`src/rtl/am_insert.sv`:
```
// am_insert: inserts the per-lane alignment marker (AM) into a 66-bit block stream,
//   one AM every AM_PERIOD output blocks, carrying the BIP of the blocks since the last AM.
// Latency: 1 clock from input transfer to out_data/out_valid. Backpressure: in_ready low
//   during the AM slot and while en is low; downstream is always ready.
// Ports: clk/reset (async active-low), en (sync clear), in_data/in_valid/in_ready (upstream),
//   out_data/out_valid/am_flag/am_counter_out (registered lane stream + period position).
module am_insert #(
  parameter int LANE      = 0,
  parameter int AM_PERIOD = 16384
) (
  input  logic        clk,
  input  logic        reset,
  input  logic        en,
  input  logic [65:0] in_data,
  input  logic        in_valid,
  output logic        in_ready,
  output logic [65:0] out_data,
  output logic        out_valid,
  output logic        am_flag,
  output logic [13:0] am_counter_out
);

  typedef enum logic {S_IDLE, S_RUN} state_t;

  // Marker bytes packed as {M2, M1, M0}.
  function automatic logic [23:0] lane_marker(input int lane);
    case (lane)
      1:       return 24'hE6C4F0;
      2:       return 24'h9B65C5;
      3:       return 24'h3D79A2;
      default: return 24'h477690;
    endcase
  endfunction

  // Column parity over the eight payload bytes, with the sync header folded into bits 3/4.
  function automatic logic [7:0] blk_par(input logic [65:0] b);
    logic [7:0] p;
    p = 8'h00;
    for (int k = 0; k < 8; k++) begin
      p = p ^ b[2+8*k +: 8];
    end
    p[3] = p[3] ^ b[0];
    p[4] = p[4] ^ b[1];
    return p;
  endfunction

  localparam logic [23:0] AM_M     = lane_marker(LANE);
  localparam logic [13:0] CNT_LAST = 14'(AM_PERIOD - 1);

  state_t      r_state;
  logic [13:0] r_cnt;
  logic [7:0]  r_bip;
  logic [65:0] r_out_data;
  logic        r_out_valid;
  logic        r_am_flag;
  logic [13:0] r_am_cnt;

  logic        w_in_ready;
  logic        w_xfer;
  logic [65:0] w_am_blk;

  // en is included so an input presented in the cycle en drops is never handshaken.
  assign w_in_ready = en && (r_state == S_RUN) && (r_cnt != 14'd0);
  assign w_xfer     = in_valid && w_in_ready;

  // Bytes 0..7 = M0 M1 M2 BIP3 ~M0 ~M1 ~M2 ~BIP3, sync header 01.
  assign w_am_blk = {~r_bip, ~AM_M, r_bip, AM_M, 2'b01};

  always_ff @(posedge clk or negedge reset) begin
    if (!reset) begin
      r_state     <= S_IDLE;
      r_cnt       <= 14'd0;
      r_bip       <= 8'h00;
      r_out_data  <= 66'd0;
      r_out_valid <= 1'b0;
      r_am_flag   <= 1'b0;
      r_am_cnt    <= 14'd0;
    end else if (!en) begin
      r_state     <= S_IDLE;
      r_cnt       <= 14'd0;
      r_bip       <= 8'h00;
      r_out_valid <= 1'b0;
      r_am_flag   <= 1'b0;
    end else begin
      case (r_state)
        S_IDLE: begin
          r_state     <= S_RUN;
          r_cnt       <= 14'd0;
          r_bip       <= 8'h00;
          r_out_valid <= 1'b0;
          r_am_flag   <= 1'b0;
        end
        S_RUN: begin
          if (r_cnt == 14'd0) begin
            // AM slot is taken unconditionally; the accumulator restarts from the AM's own parity.
            r_out_data  <= w_am_blk;
            r_out_valid <= 1'b1;
            r_am_flag   <= 1'b1;
            r_am_cnt    <= 14'd0;
            r_cnt       <= 14'd1;
            r_bip       <= blk_par(w_am_blk);
          end else if (w_xfer) begin
            r_out_data  <= in_data;
            r_out_valid <= 1'b1;
            r_am_flag   <= 1'b0;
            r_am_cnt    <= r_cnt;
            r_cnt       <= (r_cnt == CNT_LAST) ? 14'd0 : r_cnt + 14'd1;
            r_bip       <= r_bip ^ blk_par(in_data);
          end else begin
            // Bubble: out_data/am_flag/am_counter_out keep describing the last emitted block.
            r_out_valid <= 1'b0;
          end
        end
        default: r_state <= S_IDLE;
      endcase
    end
  end

  assign in_ready       = w_in_ready;
  assign out_data       = r_out_data;
  assign out_valid      = r_out_valid;
  assign am_flag        = r_am_flag;
  assign am_counter_out = r_am_cnt;

endmodule

```
`config.mk`:
```
export PLATFORM = sky130hd
export DESIGN_NAME = am_insert
export DESIGN_NICKNAME = d
export VERILOG_FILES = /design/src/rtl/am_insert.sv
export SDC_FILE = /design/constraint.sdc
export NUM_CORES = 1
export LEC_CHECK = 0
export BUFFER_PORTS_ARGS = -buffer_cell sky130_fd_sc_hd__buf_2
export CORE_AREA = 2 2 112 103
export CTS_BUF_LIST = sky130_fd_sc_hd__clkbuf_4 sky130_fd_sc_hd__clkbuf_8 sky130_fd_sc_hd__clkbuf_16
export CTS_CLUSTER_SIZE = 40
export DETAILED_ROUTE_END_ITERATION = 8
export DIE_AREA = 0 0 114 105
export PLACE_DENSITY_LB_ADDON = 0.15
export SLEW_MARGIN = 10
export SYNTH_ARGS = -nofsm -noshare
export SYNTH_HDL_FRONTEND = slang
export SYNTH_SLANG_ARGS = --single-unit
```
`constraint.sdc`:
```
create_clock -name clk -period 1.8 [get_ports clk]
set_clock_uncertainty 0.15 [all_clocks]
set_input_delay 0.09 -clock clk [delete_from_list [all_inputs] [get_ports clk]]
set_output_delay 0.09 -clock clk [all_outputs]
set_load 0.01 [all_outputs]
```
==> results of run 1 <==
## worst paths after layout
kind / to / cells past startpoint / from / slack [ns]
setup / recovery: out_data[50] / 9 / r_cnt[0] / -0.27
hold / removal: r_bip[5] / 4 / in_valid / 0.07
setup reg to reg: out_data[50] / 9 / r_cnt[0] / -0.27
hold reg to reg: am_counter_out[5] / 2 / am_counter_out[5] / 0.32
max in group asynchronous: am_counter_out[5] / 3 / reset / 0.83
min in group asynchronous: out_data[13] / 2 / reset / 0.11
## power by group through the flow
stage	registers, uW	logic (uW)	clock network, uW
final	2570	1190	2000
after global routing	2580	1280	2140
after CTS	2560	1150	2040
after detailed placement	2600	972	0
after global placement	2600	957	0
after floorplan	2650	474	0
## cell type report
cell class	count	area (um^2)
Fill cell	778	3090
Sequential cell	105	2630
Timing Repair Buffer	293	2310
Multi-Input combinational cell	292	2190
Clock buffer	12	248
Tap cell	133	166
Clock inverter	4	53.8
Inverter	7	36.3
## sequential cells by signal (all words and copies together), names as in the netlist
register and cells:
am_counter_out 14, out_valid 1, out_data 66, r_state 1, r_bip 8, am_flag 1
r_cnt 14
## through the flow
step / total power [uW] / hold slack [ns]
2_1_floorplan: 3130 / -0.356
3_3_place_gp: 3550 / -0.0534
3_5_place_dp: 3570 / -0.0531
4_1_cts: 5750 / 0.0597
5_1_grt: 6000 / 0.0831
6_report: 5750 / 0.0727
## synth_stat cells (all sizes together)
master / number / area [um^2]
nor3: 3 / 20.0
nand4: 8 / 50.1
a21oi: 14 / 70.1
xor2: 15 / 131
and3: 1 / 6.26
a211oi: 1 / 7.51
a31oi: 9 / 56.3
or3: 6 / 37.5
a22o: 33 / 289
or4: 2 / 15.0
o31ai: 2 / 15.0
nor4: 4 / 37.5
a21o: 1 / 7.51
o2111ai: 1 / 8.76
a31o: 2 / 17.5
o22ai: 1 / 6.26
xnor3: 2 / 45.0
nor2: 25 / 93.8
buf: 22 / 134
dfrtp: 105 / 2630
mux2i: 1 / 10.0
xnor2: 45 / 394
a41oi: 1 / 8.76
a311oi: 1 / 8.76
a21bo: 1 / 10.0
nand3: 4 / 30.0
o21ai: 16 / 80.1
o22a: 25 / 219
o211ai: 6 / 45.0
o21a: 6 / 45.0
nand2: 49 / 186
inv: 7 / 26.3
nand3b: 3 / 22.5
clkbuf: 5 / 18.8
and4: 1 / 8.76
nor4b: 1 / 15.0
ha: 2 / 25.0
## cell families (layout without fill, tap and decap cells)
logic type	Yosys count	after routing	synth area share (%)
muxes	1	1	0.207
xor gates and xnor gates	62	62	11.8
DFF	105	105	54.4
buffers and inverters	34	316	3.70
adders and majority gates	2	2	0.518
AOI/OAI and AO/OA	120	120	18.5
and+or+nand+nor	107	107	10.8
## worst max-delay path, cell delays in order (launching register included)
cell	delay, ns
sky130_fd_sc_hd__dfrtp_1	0.39
sky130_fd_sc_hd__inv_2	0.08
sky130_fd_sc_hd__ha_4	0.13
sky130_fd_sc_hd__nor4b_4	0.18
sky130_fd_sc_hd__nand4_1	0.17
sky130_fd_sc_hd__buf_4	0.18
sky130_fd_sc_hd__a21o_4	0.23
sky130_fd_sc_hd__buf_4	0.14
sky130_fd_sc_hd__buf_4	0.13
sky130_fd_sc_hd__a22o_1	0.20
## layer usage
layer | vias up | global-route usage [%] | part of all wire [%]
li1 | 2106 | - | -
met3 | 21 | 5.16 | 6.0
met1 | 2189 | 36.2 | 46
met2 | 180 | 39.2 | 47
met5 | - | 0 | 0
met4 | 0 | 6.79 | 1.6
## repair_timing
action                                  4_1_cts  5_1_grt
pin swaps                                    13        7
cloned                                        5        2
gates resized for setup                      36       25
buffers inserted                             15        1
endpoints found under the setup margin      100      105
hold endpoints to repair                    163        0
hold buffers                                 68        0
==> run metrics, run 1 <==
setup repair after global routing missed its margin yes; leading cell type in the layout, fill and taps excluded sky130_fd_sc_hd__buf_2; Hold WC Path Type input port to flop; Die Ht 105 um; remaining global-route overflow 0; floorplan row count 36; fraction of layout instances using a drive strength above 1 38.3%; number of distinct standard cells referenced by the synthesized netlist 46; worst setup timing slack at the placement stage -0.183 ns; data required time at the worst endpoint 1.89 ns; Synthesis Warnings 0; 1st-iter DRT viols roughly 240; CTS sink cnt 105; worst slew margin relative to its limit 65.0%; Setup crit end kind flop; period utilisation layout 115%; violated checks negative setup slack; H-Tree Level Count 3; number of buffers created by CTS 9; crit path DAT 2.16 ns; maximum vdd drop 0.000687 V; horizontal die dimension between 100 and 150 um; synthesized cell area 4830 um^2; actual transition at the worst max-transition pin approximately 0.52 ns; Placeable Area 10700 um^2; number of diodes 0; critical path startpoint category flop; minimum period implied by the final worst setup slack 2.07 ns; worst path setup slack after routing -0.275 ns; overall track demand over capacity in global routing between 20% and 30%; synthesis-to-layout area growth 58.0%; Fmax 482 MHz; placed cells 741; router iterations before antenna repair 4; overall routed net length 14900 um; final setup vio count 103; number of placed I/O pins between 150 and 200; max cap viols 0; highest net fanout along the worst path 3; mean routed wirelength per cell roughly 18 um; Setup TNS -19.17 ns; synthesis-stage register bit count 105; IO Port Bufs 152; number of antenna violations at the first check in global routing 0; Synth Instances 431; Max clock buf depth 2; Max Slew Vio Count 0; Starting Density 45.1%; Post-Syn Nets 503; relative contribution of the clock network to total power 34.7%; standard cell area after detailed placement 6150 um^2; first-pass GRT wire length 23400 um; leakage power total 0.00349 uW; power dissipated by switching net loads 1520 uW; Combinational Power Share 20.7%; Residual DRC 0; final-stage net count 780; total power divided by cell area 754 nW/um^2; final estimated routing congestion in global placement around 0.89; P_int 4240 uW; CTS Root Buffer Type sky130_fd_sc_hd__clkbuf_16; detailed-route vias per instance 5.31; maximum number of pins on one net before global-route repair 44; Final Core Density 71.2%; Die Footprint 12000 um^2; Clk pin slew, worst setup/hold paths around 0.070 ns; number of nets still failing antenna checks after routing 0; Final Cell Area 7630 um^2; half-perimeter wire length after placement 9690 um; TritonCTS clock tree built; worst skew pair latency between 0.3 and 0.4 ns; Finished Layout Cells 846; worst setup path category flop to flop; highest-count cells in the layout ignoring fill and taps 150 x sky130_fd_sc_hd__buf_2, 105 x sky130_fd_sc_hd__dfrtp_1, 68 x sky130_fd_sc_hd__dlygate4sd3_1, 47 x sky130_fd_sc_hd__nand2_1, 45 x sky130_fd_sc_hd__buf_4; number of endpoints with negative hold slack in the final report 0; mean instance size in the synthesized netlist 11.2 um^2; vias after detailed routing approximately 4500; power share of the sequential group between 40% and 50%; Sw Ratio 26.4%; share of synthesized area occupied by flip-flops and latches 54.4%; vias in the first global route between 4000 and 5000; result of the run complete, but fails checks
(Power assumes the default switching activity.)
==> inputs of run 2 (changes only) <==
- BUFFER_PORTS_ARGS: -buffer_cell sky130_fd_sc_hd__buf_2 -> not set
- CORE_AREA: 2 2 112 103 -> 2 2 101 93
- DIE_AREA: 0 0 114 105 -> 0 0 103 95
- DONT_BUFFER_PORTS: not set -> 1
- SETUP_SLACK_MARGIN: not set -> 0.05
==> run 2 against run 1 <==
  * Sequential cell count stayed put
  * Sequential share of layout area increased by 4.4 points
  * Power is 15% lower
  * The run ends with negative hold slack, negative setup slack left
  * Largest power group unchanged
  * Register-to-register slack got worse by 0.03 ns
  * Largest cell class unchanged
==> run metrics, run 2 (same netlist as run 1, synthesis figures left out) <==
half-perimeter wire length after placement 8740 um (-9.8%); first-pass GRT wire length 22300 um (-4.7%); number of diodes 0 (unchanged); max FFs per register 66 (unchanged); delay-heaviest family, CP buffers and inverters; Placeable Area 8840 um^2 (-18%); synthesis-to-layout area growth 40.3%; max cap viols 0 (unchanged); maximum vdd drop 0.000567 V (-18%); actual transition at the worst max-transition pin 0.832 ns (+0.307 ns); number of endpoints with negative hold slack in the final report 105 (+105); number of buffers created by CTS 9 (unchanged); setup repair after global routing missed its margin yes; Hold WC Path Type input port to asynchronous set/reset pin; Final Core Density 76.7% (+5.5 points); leakage power total 0.00284 uW (-18%); result of the run complete, but fails checks; Setup crit end kind flop; worst skew pair latency 0.38 ns (+0.03 ns); Clk pin slew, worst setup/hold paths 0.11 ns (+0.04 ns); minimum period implied by the final worst setup slack 2.11 ns (+0.0347 ns); Die Ht 95 um (-9.5%); final setup vio count 103 (unchanged); Fmax 474 MHz (-1.6%); H-Tree Level Count 3 (unchanged); fraction of layout instances using a drive strength above 1 23.7% (-15 points); total of fill cells in the finished design 574 (-26%); critical path startpoint category flop; Setup TNS -23.58 ns (-4.42 ns); Slowest Stage Delay on Critical Path 0.40 ns (about the same); period utilisation layout 117% (+1.9 points); vias after detailed routing 4139 (-7.9%); highest-count cells in the layout ignoring fill and taps 103 x sky130_fd_sc_hd__dfrtp_1, 69 x sky130_fd_sc_hd__dlygate4sd3_1, 45 x sky130_fd_sc_hd__xnor2_1, 45 x sky130_fd_sc_hd__buf_4, 43 x sky130_fd_sc_hd__nand2_1; Starting Density 54.7% (+9.6 points); IO Port Bufs 0 (-100%); overall track demand over capacity in global routing 30.4% (+5.1 points); worst slew margin relative to its limit 44.5% (-20 points); Max stage delay cell, worst path sky130_fd_sc_hd__dfrtp_1; startpoint of the worst-slack reg-to-reg timing path r_cnt[1]; 1st-iter DRT viols 158 (-33%); overall routed net length 14500 um (-3.0%); reg-to-reg endpoint out_data[55]; final-stage net count 636 (-18%); number of placed I/O pins 153 (unchanged); router iterations before antenna repair 5 (+1); mean routed wirelength per cell 20.9 um (+19%); violated checks negative hold slack, negative setup slack; Die Footprint 9790 um^2 (-18%); detailed-route vias per instance 5.99 (+13%); series of cell instances along the critical path inv_2 -> ha_4 -> nor4b_4 -> nand4_1 -> buf_4 -> nand3_4 -> inv_2 -> buf_4 -> nand2_8 -> buf_12 -> buf_12 -> o22a_1; Final Hold Slack -0.766 ns (-0.839 ns); leading cell type in the layout, fill and taps excluded sky130_fd_sc_hd__dfrtp_1; number of cells on the worst reg-to-reg path 12 (+3); total power divided by cell area 723 nW/um^2 (-4.2%); Max Slew Vio Count 0 (unchanged); number of antenna violations at the first check in global routing 0 (unchanged); final estimated routing congestion in global placement 0.865 (-3.3%); Critical path buffers and inverters 6 (+2); crit path DAT 2.27 ns (+0.11 ns); worst setup path category flop to flop; maximum number of pins on one net before global-route repair 106 (+140%); horizontal die dimension 103 um (-9.6%); Worst R2R Setup Slack -0.31 ns (-0.03 ns); floorplan row count 33 (-8.3%); data required time at the worst endpoint 1.96 ns (+0.07 ns); highest net fanout along the worst path 7 (+4); remaining global-route overflow 0 (unchanged); worst path setup slack after routing -0.309 ns (-0.0347 ns); CTS sink cnt 105 (unchanged); vias in the first global route 4406 (-1.8%); Max clock buf depth 2 (unchanged); Residual DRC 0 (unchanged); TritonCTS clock tree built; CTS Root Buffer Type sky130_fd_sc_hd__clkbuf_8; number of nets still failing antenna checks after routing 0 (unchanged)
==> run 2: final cells by class <==
cell class | count | area [um^2] | area share [%]
sequential | 105 | 2630 | 38.8
timing repair buffer | 149 | 1590 | 23.4
clock inverter | 6 | 50.0 | 0.739
multi-input combinational | 292 | 2180 | 32.2
clock buffer | 10 | 131 | 1.94
inverter | 7 | 38.8 | 0.572
tap | 122 | 153 | 2.25
==> run 2: metal layers <==
metal	up-vias	wire length [um]	GRT usage, %
li1	1811	-	-
met1	2089	5620	36.9
met2	206	7280	51.6
met3	33	1250	8.73
met4	0	302	10.9
met5	-	0	0
==> run 2: repair_timing <==
action | in CTS | in global routing
hold buffers | 69 | 1
cloned | 5 | 0
hold endpoints to repair | 196 | 108
setup endpoints to repair | 103 | 105
pin swaps | 12 | 13
buffers inserted | 16 | 6
gates resized for setup | 44 | 32
==> run 2: stage by stage <==
| step | area (um^2) | hold slack (ns) | setup slack, ns | power, uW | instances |
|---|---|---|---|---|---|
| floorplan | 4910 | -0.356 | -0.121 | 3130 | 431 |
| global placement | 5360 | -0.353 | -0.190 | 3260 | 582 |
| detailed placement | 5360 | -0.353 | -0.248 | 3270 | 582 |
| CTS | 6690 | -0.771 | -0.302 | 4880 | 688 |
| global route | 6780 | -0.790 | -0.449 | 5090 | 691 |
| finish | 6780 | -0.766 | -0.309 | 4900 | 691 |
==> run 2: worst max-delay path by stage <==
stage | endpoint | start | slack, ns | cells after the start
floorplan | am_counter_out[7] | r_cnt[0] | -0.12 | 8
global placement | out_data[26] | r_cnt[1] | -0.19 | 9
detailed placement | out_data[26] | r_cnt[1] | -0.25 | 9
CTS | in_ready | r_cnt[0] | -0.30 | 9
global route | out_data[55] | r_cnt[1] | -0.45 | 12
finish | out_data[55] | r_cnt[1] | -0.31 | 12
==> run 2: where the power goes <==
group / internal (uW) / leakage (uW) / switching, uW / total (uW)
clock: 539 / 0.0000926 / 862 / 1400
combinational: 484 / 0.00146 / 359 / 843
sequential: 2480 / 0.00129 / 171 / 2650
==> inputs of run 3 (changes only) <==
- SKIP_CTS_REPAIR_TIMING: not set -> 1
==> run 3 against run 2 <==
  * The flow still finishes with violations (negative hold slack, negative setup slack)
  * Global-route usage fell by 4.9 points
  * Sequential share of layout area rose by 1.3 points
  * Die area did not move
  * Register-to-register slack got worse by 0.07 ns
  * Sequential power barely moved
  * Clock power barely moved
  * Cell count fell by 1.6%
  * Combinational power fell by 4.4%
  * First-iteration DRC count rose by 2.5%
  * Power fell by 0.76%
  * Critical path depth fell by 2
  * Non-clock buffer count fell by 11
  * Critical path type unchanged
  * Critical endpoint is now out_data[63]
==> run metrics, run 3 (same netlist as run 1, synthesis figures left out) <==
result of the run complete, but fails checks; violated checks negative hold slack, negative setup slack; Die Footprint 9790 um^2 (unchanged); floorplan row count 33 (unchanged); max cap viols 0 (unchanged); minimum period implied by the final worst setup slack 2.18 ns (+0.0732 ns); Fmax 458 MHz (-3.4%); fraction of layout instances using a drive strength above 1 20.8% (-2.9 points); power share of the sequential group 54.7% (+0.5 points); synthesis-to-layout area growth 35.5%; highest-count cells in the layout ignoring fill and taps 104 x sky130_fd_sc_hd__dfrtp_1, 69 x sky130_fd_sc_hd__dlygate4sd3_1, 51 x sky130_fd_sc_hd__buf_4, 48 x sky130_fd_sc_hd__nand2_1, 45 x sky130_fd_sc_hd__xnor2_1; standard cell area after detailed placement 5360 um^2 (unchanged); Placeable Area 8840 um^2 (unchanged); IO Port Bufs 0 (unchanged); remaining global-route overflow 0 (unchanged); total of fill cells in the finished design 609 (+6.1%); actual transition at the worst max-transition pin 0.769 ns (-0.0633 ns); highest net fanout along the worst path 8 (+1); Final Cell Area 6550 um^2 (-3.4%); number of placed I/O pins 153 (unchanged); Final Hold Slack -0.767 ns (-0.00104 ns); reg-to-reg endpoint out_data[63]; final estimated routing congestion in global placement 0.865 (unchanged); number of cells on the worst reg-to-reg path 10 (-2); vias in the first global route 3696 (-16%); P_int 3490 uW (-0.52%); first-pass GRT wire length 19000 um (-15%); max FFs per register 66 (unchanged); relative contribution of the clock network to total power 28.7% (about the same); 1st-iter DRT viols 162 (+2.5%); maximum number of pins on one net before global-route repair 106 (unchanged); Worst R2R Setup Slack -0.38 ns (-0.07 ns); horizontal die dimension 103 um (unchanged); worst setup timing slack at the placement stage -0.248 ns (unchanged); router iterations before antenna repair 4 (-1); Die Ht 95 um (unchanged); TritonCTS clock tree built; overall routed net length 14200 um (-1.6%); Sw Ratio 28.2% (-0.17 points); CTS sink cnt 105 (unchanged); Starting Density 54.7% (unchanged); power dissipated by switching net loads 1370 uW (-1.4%); crit path DAT 2.30 ns (+0.03 ns); number of buffers created by CTS 9 (unchanged); Clk pin slew, worst setup/hold paths 0.11 ns (about the same); data required time at the worst endpoint 1.92 ns (-0.04 ns); H-Tree Level Count 3 (unchanged); critical path startpoint category flop; setup repair after global routing missed its margin yes; maximum vdd drop 0.000579 V (+2.1%); detailed-route vias per instance 5.91 (-1.4%); vias after detailed routing 4018 (-2.9%); Residual DRC 0 (unchanged); leading cell type in the layout, fill and taps excluded sky130_fd_sc_hd__dfrtp_1; mean routed wirelength per cell 20.9 um (about the same); Hold WC Path Type input port to asynchronous set/reset pin; half-perimeter wire length after placement 8740 um (unchanged); leakage power total 0.00272 uW (-4.2%); final-stage net count 625 (-1.7%); Max Slew Vio Count 0 (unchanged); total power divided by cell area 742 nW/um^2 (+2.7%); number of antenna violations at the first check in global routing 0 (unchanged); number of diodes 0 (unchanged); Setup crit end kind flop; CTS Root Buffer Type sky130_fd_sc_hd__clkbuf_8; Combinational Power Share 16.6% (-0.6 points); period utilisation layout 121% (+4.1 points); worst setup path category flop to flop; worst slew margin relative to its limit 48.6% (+4.0 points); startpoint of the worst-slack reg-to-reg timing path r_cnt[0]; overall track demand over capacity in global routing 25.5% (-4.9 points); number of nets still failing antenna checks after routing 0 (unchanged); Max clock buf depth 2 (unchanged); final setup vio count 103 (unchanged); Final Core Density 74.1% (-2.6 points); number of endpoints with negative hold slack in the final report 106 (+0.95%); worst skew pair latency 0.38 ns (about the same); worst path setup slack after routing -0.382 ns (-0.0731 ns)
[run 3: changes by cell type in the layout (fill, tap and decap cells not counted), sizes merged]
cell / before / now
buf: 79 / 65
clkbuf: 10 / 14
dlymetal6s4s: 1 / 0
[run 3: power by group through the flow]
stage               registers, uW  logic [uW]  clock network, uW
finish                       2660         806               1400
global route                 2670         867               1510
CTS                          2640         587               1420
detailed placement           2690         585                  0
global placement             2690         569                  0
floorplan                    2650         474                  0
[run 3: routing by layer]
layer | GRT usage (%) | wire [um] | up-vias
met2 | 41.1 | 7050 | 177
met1 | 33.6 | 5680 | 2023
met4 | 8.11 | 268 | 0
met5 | 0 | 0 | -
li1 | - | - | 1794
met3 | 7.03 | 1220 | 24
[run 3: per-stage QoR]
step	hold WS (ns)	instances	TNS (ns)	total power, uW
after floorplan	-0.356	431	-5.67	3130
after global placement	-0.353	582	-8.48	3260
after detailed placement	-0.353	582	-12.05	3270
after CTS	-0.771	598	-15.27	4650
after global routing	-0.788	680	-36.12	5050
final	-0.767	680	-24.78	4860
[run 3: critical path: stages, from the launching register on]
cell                       delay [ns]
sky130_fd_sc_hd__dfrtp_1         0.41
sky130_fd_sc_hd__inv_2           0.09
sky130_fd_sc_hd__ha_4            0.14
sky130_fd_sc_hd__nor4b_4         0.19
sky130_fd_sc_hd__nand4_1         0.17
sky130_fd_sc_hd__buf_4           0.18
sky130_fd_sc_hd__a21o_4          0.26
sky130_fd_sc_hd__clkinv_8        0.11
sky130_fd_sc_hd__buf_12          0.13
sky130_fd_sc_hd__o211ai_1        0.12
sky130_fd_sc_hd__o21a_1          0.13
[run 3: cell type report]
| cell class | count | area (um^2) | share of cell area, % |
|---|---|---|---|
| multi-input cells | 292 | 2150 | 32.8 |
| inverters | 7 | 41.3 | 0.631 |
| flip-flops and latches | 105 | 2630 | 40.2 |
| clock inverters | 6 | 50.0 | 0.765 |
| well taps | 122 | 153 | 2.33 |
| repair buffers | 138 | 1400 | 21.3 |
| clock buffers | 10 | 131 | 2.01 |
[run 3: worst max-delay path by stage]
stage,startpoint,to,slack [ns],cells past startpoint
final,r_cnt[0],out_data[63],-0.38,10
after detailed placement,r_cnt[1],out_data[26],-0.25,9
after CTS,r_cnt[1],in_ready,-0.42,9
after floorplan,r_cnt[0],am_counter_out[7],-0.12,8
after global routing,r_cnt[0],out_data[63],-0.50,10
after global placement,r_cnt[1],out_data[26],-0.19,9
